**src/rtl/periph_req_buffer_pkg.sv**
```systemverilog
// Shared cluster peripheral package.
// Holds the default request payload layout and the default buffer sizing
// used by periph_req_buffer and its request FIFO, plus a small helper
// that advances a circular pointer whose modulus need not be a power of 2.
package periph_req_buffer_pkg;

  localparam int PERIPH_ADDR_WIDTH      = 32;
  localparam int PERIPH_DATA_WIDTH      = 32;
  localparam int PERIPH_BE_WIDTH        = PERIPH_DATA_WIDTH / 8;
  localparam int PERIPH_FIFO_DEPTH      = 2;
  localparam int PERIPH_MAX_OUTSTANDING = 4;

  // Request payload at the default widths. periph_req_buffer builds the
  // same field layout at its own parameterised widths.
  typedef struct packed {
    logic [PERIPH_ADDR_WIDTH-1:0] add;
    logic                         wen;
    logic [PERIPH_DATA_WIDTH-1:0] wdata;
    logic [PERIPH_BE_WIDTH-1:0]   be;
  } periph_req_t;

  // Next position of a pointer that wraps modulo depth.
  function automatic int unsigned wrap_inc(input int unsigned ptr,
                                           input int unsigned depth);
    return (ptr == depth - 32'd1) ? 32'd0 : ptr + 32'd1;
  endfunction

endpackage

```
**src/rtl/periph_req_fifo.sv**
```systemverilog
// In-order request FIFO, generic over payload type and depth.
// Ports:
//   clk, rst_ni  - clock, asynchronous active-low reset
//   push_i       - write data_i (ignored when full)
//   data_i       - payload to store
//   pop_i        - drop the head entry (ignored when empty)
//   head_o       - current head entry (undefined content when empty)
//   count_o      - occupancy, 0..DEPTH; the owner derives full/empty from it
// Pointers wrap modulo DEPTH, so DEPTH need not be a power of 2.
module periph_req_fifo
  import periph_req_buffer_pkg::*;
#(
  parameter type T     = periph_req_t,
  parameter int  DEPTH = PERIPH_FIFO_DEPTH,
  localparam int PW    = (DEPTH > 1) ? $clog2(DEPTH) : 1,
  localparam int CW    = $clog2(DEPTH + 1)
) (
  input  logic          clk,
  input  logic          rst_ni,
  input  logic          push_i,
  input  T              data_i,
  input  logic          pop_i,
  output T              head_o,
  output logic [CW-1:0] count_o
);

  T              mem_q [DEPTH];
  logic [PW-1:0] wr_ptr_q;
  logic [PW-1:0] rd_ptr_q;
  logic [CW-1:0] count_q;
  logic          push_ok;
  logic          pop_ok;

  function automatic logic [PW-1:0] next_ptr(input logic [PW-1:0] p);
    return PW'(wrap_inc(32'(p), DEPTH));
  endfunction

  assign push_ok = push_i && (count_q != CW'(DEPTH));
  assign pop_ok  = pop_i && (count_q != '0);

  always_ff @(posedge clk or negedge rst_ni) begin
    if (!rst_ni) begin
      wr_ptr_q <= '0;
      rd_ptr_q <= '0;
      count_q  <= '0;
    end else begin
      if (push_ok) wr_ptr_q <= next_ptr(wr_ptr_q);
      if (pop_ok)  rd_ptr_q <= next_ptr(rd_ptr_q);
      case ({push_ok, pop_ok})
        2'b10:   count_q <= count_q + CW'(1);
        2'b01:   count_q <= count_q - CW'(1);
        default: count_q <= count_q;
      endcase
    end
  end

  // Storage needs no reset: nothing reads an entry before it is written,
  // and the owner masks the head while the FIFO is empty.
  always_ff @(posedge clk) begin
    if (push_ok) mem_q[wr_ptr_q] <= data_i;
  end

  assign head_o  = mem_q[rd_ptr_q];
  assign count_o = count_q;

endmodule

```
**src/rtl/periph_req_buffer.sv**
```systemverilog
// Request buffer between the core data port and the peripheral demux.
// Requests are queued in an in-order FIFO so that the core-side grant is
// a pure function of registered state (full/outstanding), cutting the
// combinational gnt path through the demux. Responses pass straight
// through; a response with nothing outstanding is dropped and flagged.
// Ports:
//   clk, rst_ni          - clock, asynchronous active-low reset
//   data_req_i .. be_i   - core-side request
//   data_gnt_o           - core-side grant (registered state only)
//   data_r_valid_o/rdata_o/opc_o - core-side response (combinational)
//   data_req_o .. be_o   - FIFO head toward the demux, zero when empty
//   data_gnt_i           - demux grant, pops the head
//   data_r_valid_i/rdata_i/opc_i - demux response
//   err_o                - sticky flag: response seen with none outstanding
// Handshake: a transfer happens in a cycle where req and gnt are both 1;
// while req is 1 and gnt is 0 the offered fields stay stable. Responses
// return in request order and are counted, not matched by id.
module periph_req_buffer
  import periph_req_buffer_pkg::*;
#(
  parameter int ADDR_WIDTH      = PERIPH_ADDR_WIDTH,
  parameter int DATA_WIDTH      = PERIPH_DATA_WIDTH,
  parameter int BE_WIDTH        = DATA_WIDTH / 8,
  parameter int FIFO_DEPTH      = PERIPH_FIFO_DEPTH,      // 2..8
  parameter int MAX_OUTSTANDING = PERIPH_MAX_OUTSTANDING  // FIFO_DEPTH..15
) (
  input  logic                  clk,
  input  logic                  rst_ni,
  // core side
  input  logic                  data_req_i,
  input  logic [ADDR_WIDTH-1:0] data_add_i,
  input  logic                  data_wen_i,
  input  logic [DATA_WIDTH-1:0] data_wdata_i,
  input  logic [BE_WIDTH-1:0]   data_be_i,
  output logic                  data_gnt_o,
  output logic                  data_r_valid_o,
  output logic [DATA_WIDTH-1:0] data_r_rdata_o,
  output logic                  data_r_opc_o,
  // demux side
  output logic                  data_req_o,
  output logic [ADDR_WIDTH-1:0] data_add_o,
  output logic                  data_wen_o,
  output logic [DATA_WIDTH-1:0] data_wdata_o,
  output logic [BE_WIDTH-1:0]   data_be_o,
  input  logic                  data_gnt_i,
  input  logic                  data_r_valid_i,
  input  logic [DATA_WIDTH-1:0] data_r_rdata_i,
  input  logic                  data_r_opc_i,
  // status
  output logic                  err_o
);

  localparam int CW = $clog2(FIFO_DEPTH + 1);
  localparam int OW = $clog2(MAX_OUTSTANDING + 1);

  typedef struct packed {
    logic [ADDR_WIDTH-1:0] add;
    logic                  wen;
    logic [DATA_WIDTH-1:0] wdata;
    logic [BE_WIDTH-1:0]   be;
  } req_t;

  req_t          push_data;
  req_t          head;
  req_t          head_vis;
  logic [CW-1:0] fifo_cnt;
  logic          fifo_empty;
  logic          fifo_full;
  logic          push;
  logic          pop;
  logic          rsp_ok;
  logic          rsp_spurious;
  logic [OW-1:0] outstanding_q;
  logic          live_q;
  logic          err_q;

  assign push_data = '{add: data_add_i, wen: data_wen_i,
                       wdata: data_wdata_i, be: data_be_i};

  periph_req_fifo #(
    .T     (req_t),
    .DEPTH (FIFO_DEPTH)
  ) u_fifo (
    .clk     (clk),
    .rst_ni  (rst_ni),
    .push_i  (push),
    .data_i  (push_data),
    .pop_i   (pop),
    .head_o  (head),
    .count_o (fifo_cnt)
  );

  assign fifo_empty = (fifo_cnt == '0);
  assign fifo_full  = (fifo_cnt == CW'(FIFO_DEPTH));

  // live_q is low in reset and rises on the first edge after release, so
  // the grant stays low while held in reset yet comes only from flops.
  assign data_gnt_o = live_q && !fifo_full &&
                      (outstanding_q < OW'(MAX_OUTSTANDING));

  assign push = data_req_i && data_gnt_o;
  assign pop  = data_req_o && data_gnt_i;

  assign rsp_ok       = data_r_valid_i && (outstanding_q != '0);
  assign rsp_spurious = data_r_valid_i && (outstanding_q == '0);

  always_ff @(posedge clk or negedge rst_ni) begin
    if (!rst_ni) begin
      outstanding_q <= '0;
      live_q        <= 1'b0;
      err_q         <= 1'b0;
    end else begin
      live_q <= 1'b1;
      if (rsp_spurious) err_q <= 1'b1;
      case ({push, rsp_ok})
        2'b10:   outstanding_q <= outstanding_q + OW'(1);
        2'b01:   outstanding_q <= outstanding_q - OW'(1);
        default: outstanding_q <= outstanding_q;
      endcase
    end
  end

  // Head fields are forced to zero while empty so the demux never sees
  // stale or uninitialised storage.
  assign head_vis     = fifo_empty ? '0 : head;
  assign data_req_o   = !fifo_empty;
  assign data_add_o   = head_vis.add;
  assign data_wen_o   = head_vis.wen;
  assign data_wdata_o = head_vis.wdata;
  assign data_be_o    = head_vis.be;

  assign data_r_valid_o = rsp_ok;
  assign data_r_rdata_o = data_r_rdata_i;
  assign data_r_opc_o   = data_r_opc_i;

  assign err_o = err_q;

endmodule

```
**config.mk**
```make
export PLATFORM = sky130hd
export DESIGN_NAME = periph_req_buffer
export DESIGN_NICKNAME = d
export VERILOG_FILES = /design/src/rtl/periph_req_buffer_pkg.sv /design/src/rtl/periph_req_fifo.sv /design/src/rtl/periph_req_buffer.sv
export SDC_FILE = /design/constraint.sdc
export NUM_CORES = 1
export LEC_CHECK = 0
export CORE_MARGIN = 4
export CORE_UTILIZATION = 45
export CTS_BUF_LIST = sky130_fd_sc_hd__clkbuf_16
export CTS_CLUSTER_SIZE = 24
export DETAILED_ROUTE_END_ITERATION = 10
export PLACE_DENSITY = 0.8
export SLEW_MARGIN = 20
export SYNTH_ARGS = -nofsm -noshare
export SYNTH_HDL_FRONTEND = slang
export SYNTH_SLANG_ARGS = --single-unit
```
**constraint.sdc**
```tcl
create_clock -name clk -period 4.75 [get_ports clk]
set_input_delay 0.7125 -clock clk [delete_from_list [all_inputs] [get_ports clk]]
set_output_delay 0.7125 -clock clk [all_outputs]
set_load 0.05 [all_outputs]
```
==> run_results.csv, run 1 <==
group,metric,value,unit
run_status,status,"finished, final reports clean",
placement,placed_cells,642,
cts,root_buffer,"clkbuf_16",
die,dieArea,0.01504,sq mm
power_and_ir_drop,netSwitchingFraction,41.14,%
drt,via_per_inst,4.942,
critical_path,cp-end-kind,"output port",
cts,ctsHoldBuffers,0,
drt,drt_wl_total,12200,microns
drt,drc,0,
placement,placed_area,0.007321,sq mm
synth,syn_inst,367,
global_route,grt_max_degree,71,
synth,yosys_register_bits,147,
global_route,grt_antenna_before_repair,0,
timing,final_hold_viol_count,0,
drt,drt_iter0_drc,132,
finish,syn_to_final_growth,33.91,%
timing,drv_slew,0,
min_path,hold_class,"reg -> reg",
critical_path,required,4040,ps
critical_path,crit_path_max_fanout,44,
cts,cts.repair.resized,0,
die,num_rows,41,
synth,synth.cell_area,0.005914,sq mm
synth,ys_seq_area_share,73.87,%
global_route,grt_pass1_vias,3646,
timing,post-route-min-period,3369,ps
global_route,gr-total-overflow,0,
cts,cts_tree,"built",
drt,avgRoutedWirePerCell,18.09,microns
drt,first_pass_iters,6,
die,start_util,46.49,%
power_and_ir_drop,internal_power,0.003338,W
die,die_w,122.6,microns
power_and_ir_drop,comb_power_share,46.3,%
timing,skew,8.231,ps
placement,pre_cts_ws,1757,ps
finish,drive_gt1_share,7.968,%
die,ios,213,
power_and_ir_drop,p_leak,2.926,nW
synth,syn-num-nets,477,
critical_path,slowest_stage,"clkdlybuf4s50_1",
cts,htreeDepth,4,
power_and_ir_drop,power.total,0.005672,W
global_route,grt_pass1_wl,18440,microns
placement,io_buffers,146,
power_and_ir_drop,switching_power,0.002334,W
cts,clk_latency,410,ps
die,coreArea,0.01272,sq mm
critical_path,worstSetupPathType,"reg -> out",
power_and_ir_drop,vdd_drop_max,0.4084,mV
cts,path_clk_slew,60,ps
critical_path,max_stage_delay,840,ps
finish,fin_area,0.007920,sq mm
synth,yosysWarnings,0,
power_and_ir_drop,power.density,716.1,mW/mm^2
global_route,grtUsageTotal,16.53,%
cts,tritoncts.num_buffers,17,
finish,layout.cells.non_filler,674,
drt,vias,3331,
synth,synth_cell_type_count,22,
power_and_ir_drop,p_seq_share,30.1,%
finish,num_antenna_cells,0,
synth,synth_area_per_cell,16.12,sq um
timing,worst_slack,1381,ps
finish,final_nets,599,
critical_path,startpoint_type,"register",
timing,rsz0062_at_grt,"false",
cts,clkSinkCount,147,
timing,fmax,296.8,MHz
drt,ant_nets,0,
critical_path,crit_arrival,2660,ps
timing,max_slew_margin,46.88,%
power_and_ir_drop,clockPowerShare,23.6,%
timing,tightest_slew,796.7,ps
timing,finalSetupViolations,0,
cts,clock_tree.buffer_depth,2,
run,cap_violations,0,
timing,min_period_over_period,70.93,%
cts,post_cts_buffers,0,
timing,timing.setup.tns,0,ps
placement,dp_hpwl,8012,microns
die,die_y,122.6,microns
placement,gp_congestion,0.7379,
critical_path,crit_chain,"buf_16 -> mux2i_1 -> nor2_1 -> clkdlybuf4s50_1",
## critical path: cells and delay by family, from the launching register on
kind,cells,cell delay [ps]
buffers and inverters,2,1160
flip-flops,1,750
multiplexers,1,120
AND/OR/NAND/NOR,1,160
## through the flow
step / hold slack [ps] / utilization [%]
2_1_floorplan: 416.9 / -
3_3_place_gp: 441.8 / 57.33
3_5_place_dp: 463.5 / 57.54
4_1_cts: 496.7 / 62.25
5_1_grt: 518.6 / 62.25
6_report: 493.7 / 62.25
## synthesized netlist by cell type, drive strengths merged
cell type	n	area, sq um
edfxtp	138	4144
nor2	75	289.0
mux2i	70	700.7
buf	49	354.1
dfrtp	9	225.2
inv	7	26.28
xnor2	6	52.55
ha	2	25.02
o2111ai	2	23.77
xor2	2	17.52
a21o	1	7.510
and2	1	8.760
conb	1	3.750
fa	1	20.02
nor2b	1	6.260
nor3	1	5.000
o21ai	1	5.000
## path summary, 6_finish.rpt
| path | start | end | cells past startpoint | slack [ps] |
|---|---|---|---|---|
| worst max-delay path | u_fifo.rd_ptr_q | data_add_o[2] | 4 | 1380 |
| worst min-delay path | err_o | err_o | 1 | 490 |
| worst max register to register | u_fifo.count_o[0] | u_fifo.count_o[1] | 7 | 2610 |
| worst min register to register | err_o | err_o | 1 | 490 |
| max in group asynchronous | rst_ni | u_fifo.rd_ptr_q | 1 | 3820 |
| min in group asynchronous | rst_ni | err_o | 1 | 600 |
## routing by layer
| metal | wire length, microns | global-route usage [%] |
|---|---|---|
| met3 | 799 | 5.346 |
| met4 | 628 | 11.97 |
| met1 | 4536 | 17.53 |
| met2 | 6231 | 27.62 |
| met5 | 0 | 0 |
## cell families (layout without fill, tap and decap cells)
kind of cell,Yosys count,in the layout,share of synthesized area [%]
fa+ha+maj,3,3,0.7615
simple gates,78,78,5.225
xor+xnor,8,8,1.185
other cells,1,1,0.06340
compound gates,4,4,0.6134
flops,147,147,73.87
buf+inv,56,191,6.431
mux,70,70,11.85
## flip-flops by register name, summed over array words and instances (netlist names)
name / count
outstanding_q: 3
u_fifo.count_o: 2
err_o: 1
u_fifo.mem_q: 138
u_fifo.rd_ptr_q: 1
live_q: 1
u_fifo.wr_ptr_q: 1
## power groups by stage
stage | logic [W] | registers [W] | clock network, W
floorplan | 0.00195 | 0.00167 | 0
global placement | 0.00252 | 0.00181 | 0
detailed placement | 0.00265 | 0.00173 | 0
CTS | 0.00266 | 0.00171 | 0.00137
global route | 0.00275 | 0.00172 | 0.00143
finish | 0.00263 | 0.00171 | 0.00134
## cells in the final DEF, fill, tap and decap left out, types with 2 or more instances in the layout
cell | netlist | final
clkinv_1 | 0 | 3
dfrtp_1 | 9 | 8
edfxtp_1 | 138 | 138
nor2_4 | 1 | 3
bufinv_16 | 0 | 4
inv_1 | 5 | 8
mux2i_1 | 70 | 70
clkdlybuf4s50_1 | 0 | 146
ha_1 | 2 | 2
xnor2_1 | 6 | 6
xor2_1 | 2 | 2
nor2_1 | 74 | 72
inv_2 | 2 | 2
buf_4 | 41 | 5
clkinv_2 | 0 | 3
clkbuf_16 | 0 | 17
## layout make-up
cell class	instances	area [sq um]
flip-flops and latches	147	4373
inverters	7	26.28
fillers	963	4802
clock inverters	15	173.9
well taps	172	215.2
clock buffers	17	425.4
repair buffers	152	1526
multi-input cells	164	1180
Note: power is estimated with default switching activity, not from simulation.
==> run 2: changes to the inputs <==
--- a/config.mk
+++ b/config.mk
@@ -6,11 +6,11 @@
 export NUM_CORES = 1
 export LEC_CHECK = 0
 export CORE_MARGIN = 4
-export CORE_UTILIZATION = 45
+export CORE_UTILIZATION = 40
 export CTS_BUF_LIST = sky130_fd_sc_hd__clkbuf_16
 export CTS_CLUSTER_SIZE = 24
 export DETAILED_ROUTE_END_ITERATION = 10
-export PLACE_DENSITY = 0.8
+export PLACE_DENSITY = 0.76
 export SLEW_MARGIN = 20
 export SYNTH_ARGS = -nofsm -noshare
 export SYNTH_HDL_FRONTEND = slang
==> constraint.sdc (replaced) <==
create_clock -name clk -period 2.8 [get_ports clk]
set_input_delay 0.42 -clock clk [delete_from_list [all_inputs] [get_ports clk]]
set_output_delay 0.42 -clock clk [all_outputs]
set_load 0.05 [all_outputs]
==> run 2 against run 1 <==
Register-to-register slack got worse by 1900 ps. Routed wire length grew 0.93%. Sequential cell count unchanged. Die area rose by 12%. Cell area down 2.0%. Largest power group unchanged.
==> run_results.csv, run 2 (synthesis results as in run 1) <==
group,metric,value,unit
run_status,status,"finished, final reports clean",
cts,ctsHoldBuffers,0,
cts,cts.repair.resized,0,
drt,avgRoutedWirePerCell,17.92,microns
timing,min_period_over_period,86.46,%
power_and_ir_drop,internal_power,0.005404,W
critical_path,crit_path_max_fanout,6,
critical_path,worstSetupPathType,"reg -> out",
drt,vias,3303,
critical_path,rr_endpoint,"outstanding_q[2]",
critical_path,crit_arrival,2000,ps
die,coreArea,0.01453,sq mm
placement,dp_hpwl,8223,microns
drt,ant_nets,0,
power_and_ir_drop,netSwitchingFraction,42.27,%
timing,final_hold_viol_count,0,
drt,drt_iter0_drc,132,
timing,finalSetupViolations,0,
die,ios,213,
critical_path,rr_worst_depth,7,
cts,path_clk_slew,60,ps
cts,post_cts_buffers,0,
run,cap_violations,0,
cts,root_buffer,"clkbuf_16",
die,die_y,129.6,microns
placement,gp_congestion,0.7362,
drt,drc,0,
cts,tritoncts.num_buffers,17,
timing,rsz0062_at_grt,"false",
global_route,grt_pass1_wl,19020,microns
critical_path,cp-end-kind,"output port",
power_and_ir_drop,switching_power,0.003956,W
finish,final_cell_mix,"edfxtp_1, clkdlybuf4s50_1, buf_4",
timing,skew,10.27,ps
die,start_util,40.69,%
power_and_ir_drop,comb_power_share,46.9,%
power_and_ir_drop,power.density,1206,mW/mm^2
finish,num_antenna_cells,0,
cts,cts_tree,"built",
cts,clk_latency,400,ps
power_and_ir_drop,vdd_drop_max,0.7044,mV
timing,max_slew_margin,65.26,%
cts,htreeDepth,4,
timing,fmax,413.1,MHz
finish,nFillCells,1197,
finish,multi_input_area,0.001180,sq mm
global_route,gr-total-overflow,0,
critical_path,regToRegStartpoint,"u_fifo.count_o[0]",
finish,final_common_cell,"edfxtp_1",
global_route,grt_antenna_before_repair,0,
timing,drv_slew,0,
critical_path,required,2380,ps
drt,first_pass_iters,4,
placement,placed_cells,655,
power_and_ir_drop,p_leak,3.003,nW
timing,post-route-min-period,2421,ps
drt,drt_wl_total,12310,microns
critical_path,rrSetupSlack,660,ps
drt,via_per_inst,4.808,
finish,regArea,0.004373,sq mm
die,num_rows,44,
power_and_ir_drop,power.total,0.009360,W
placement,io_buffers,146,
finish,final_nets,600,
finish,top_register,"u_fifo.mem_q",
finish,largest_register_ffs,138,
global_route,grt_pass1_vias,3787,
min_path,hold_class,"in -> async",
power_and_ir_drop,p_seq_share,29.8,%
cts,clkSinkCount,147,
finish,drive_gt1_share,21.67,%
global_route,grt_max_degree,71,
die,die_w,129.6,microns
timing,tightest_slew,519.5,ps
finish,layout.cells.non_filler,687,
critical_path,startpoint_type,"register",
die,dieArea,0.01679,sq mm
power_and_ir_drop,clockPowerShare,23.4,%
finish,syn_to_final_growth,31.27,%
cts,clock_tree.buffer_depth,2,
global_route,grtUsageTotal,14.97,%
-- run 2: changes by cell type in the layout (fill, tap and decap cells not counted) --
cell	change
buf_12	+3
buf_16	-1
clkinv_2	-1
clkinvlp_4	+1
buf_4	+68
inv_6	+1
clkdlybuf4s50_1	-69
clkinv_4	-1
bufinv_16	-1
inv_1	+1
-- run 2: critical path, cell delays in order (launching register included) --
cell             delay (ps)
dfrtp_1                 500
o21ai_0                 160
nor2_1                  120
clkdlybuf4s50_1         810
-- run 2: area by class of cell --
class                      instances  area share (%)
inverter                           7          0.3384
sequential                       147           56.33
clock inverter                    15           1.934
tap                              184           2.965
multi-input combinational        164           15.20
clock buffer                      17           5.479
timing repair buffer             153           17.76
-- run 2: worst max path at each step --
| stage | startpoint | to | slack (ps) |
|---|---|---|---|
| floorplan | u_fifo.count_o[0] | u_fifo.mem_q[0][0] | -140 |
| global placement | data_r_valid_i | data_r_valid_o | 490 |
| detailed placement | data_r_valid_i | data_r_valid_o | 480 |
| CTS | u_fifo.count_o[0] | data_gnt_o | 340 |
| global route | u_fifo.count_o[0] | data_gnt_o | 270 |
| finish | u_fifo.count_o[0] | data_gnt_o | 380 |
-- run 2: per-stage QoR --
stage / hold WS, ps / util, % / TNS, ps / setup WS, ps / area [sq um]
2_1_floorplan: 124.4 / - / -19850 / -144.0 / 5919
3_3_place_gp: 441.7 / 49.46 / 0 / 491.6 / 7188
3_5_place_dp: 451.7 / 49.46 / 0 / 476.5 / 7188
4_1_cts: 309.6 / 53.42 / 0 / 338.6 / 7764
5_1_grt: 328.0 / 53.42 / 0 / 266.3 / 7764
6_report: 313.7 / 53.42 / 0 / 379.2 / 7764
-- run 2: power by group through the flow --
stage	Combinational [W]	Clock [W]	Sequential, W
CTS	0.00446	0.00225	0.00279
detailed placement	0.00445	0	0.00283
global route	0.00464	0.00234	0.00281
global placement	0.00442	0	0.00282
floorplan	0.00332	0	0.00282
finish	0.00439	0.00219	0.00279
-- run 2: per-layer routing --
metal	track usage (%)	part of all wire [%]	up-vias
met2	25.87	50	104
met3	5.482	6.9	61
met1	15.46	37	1604
met5	0	0	-
li1	-	-	1534
met4	9.046	5.4	0
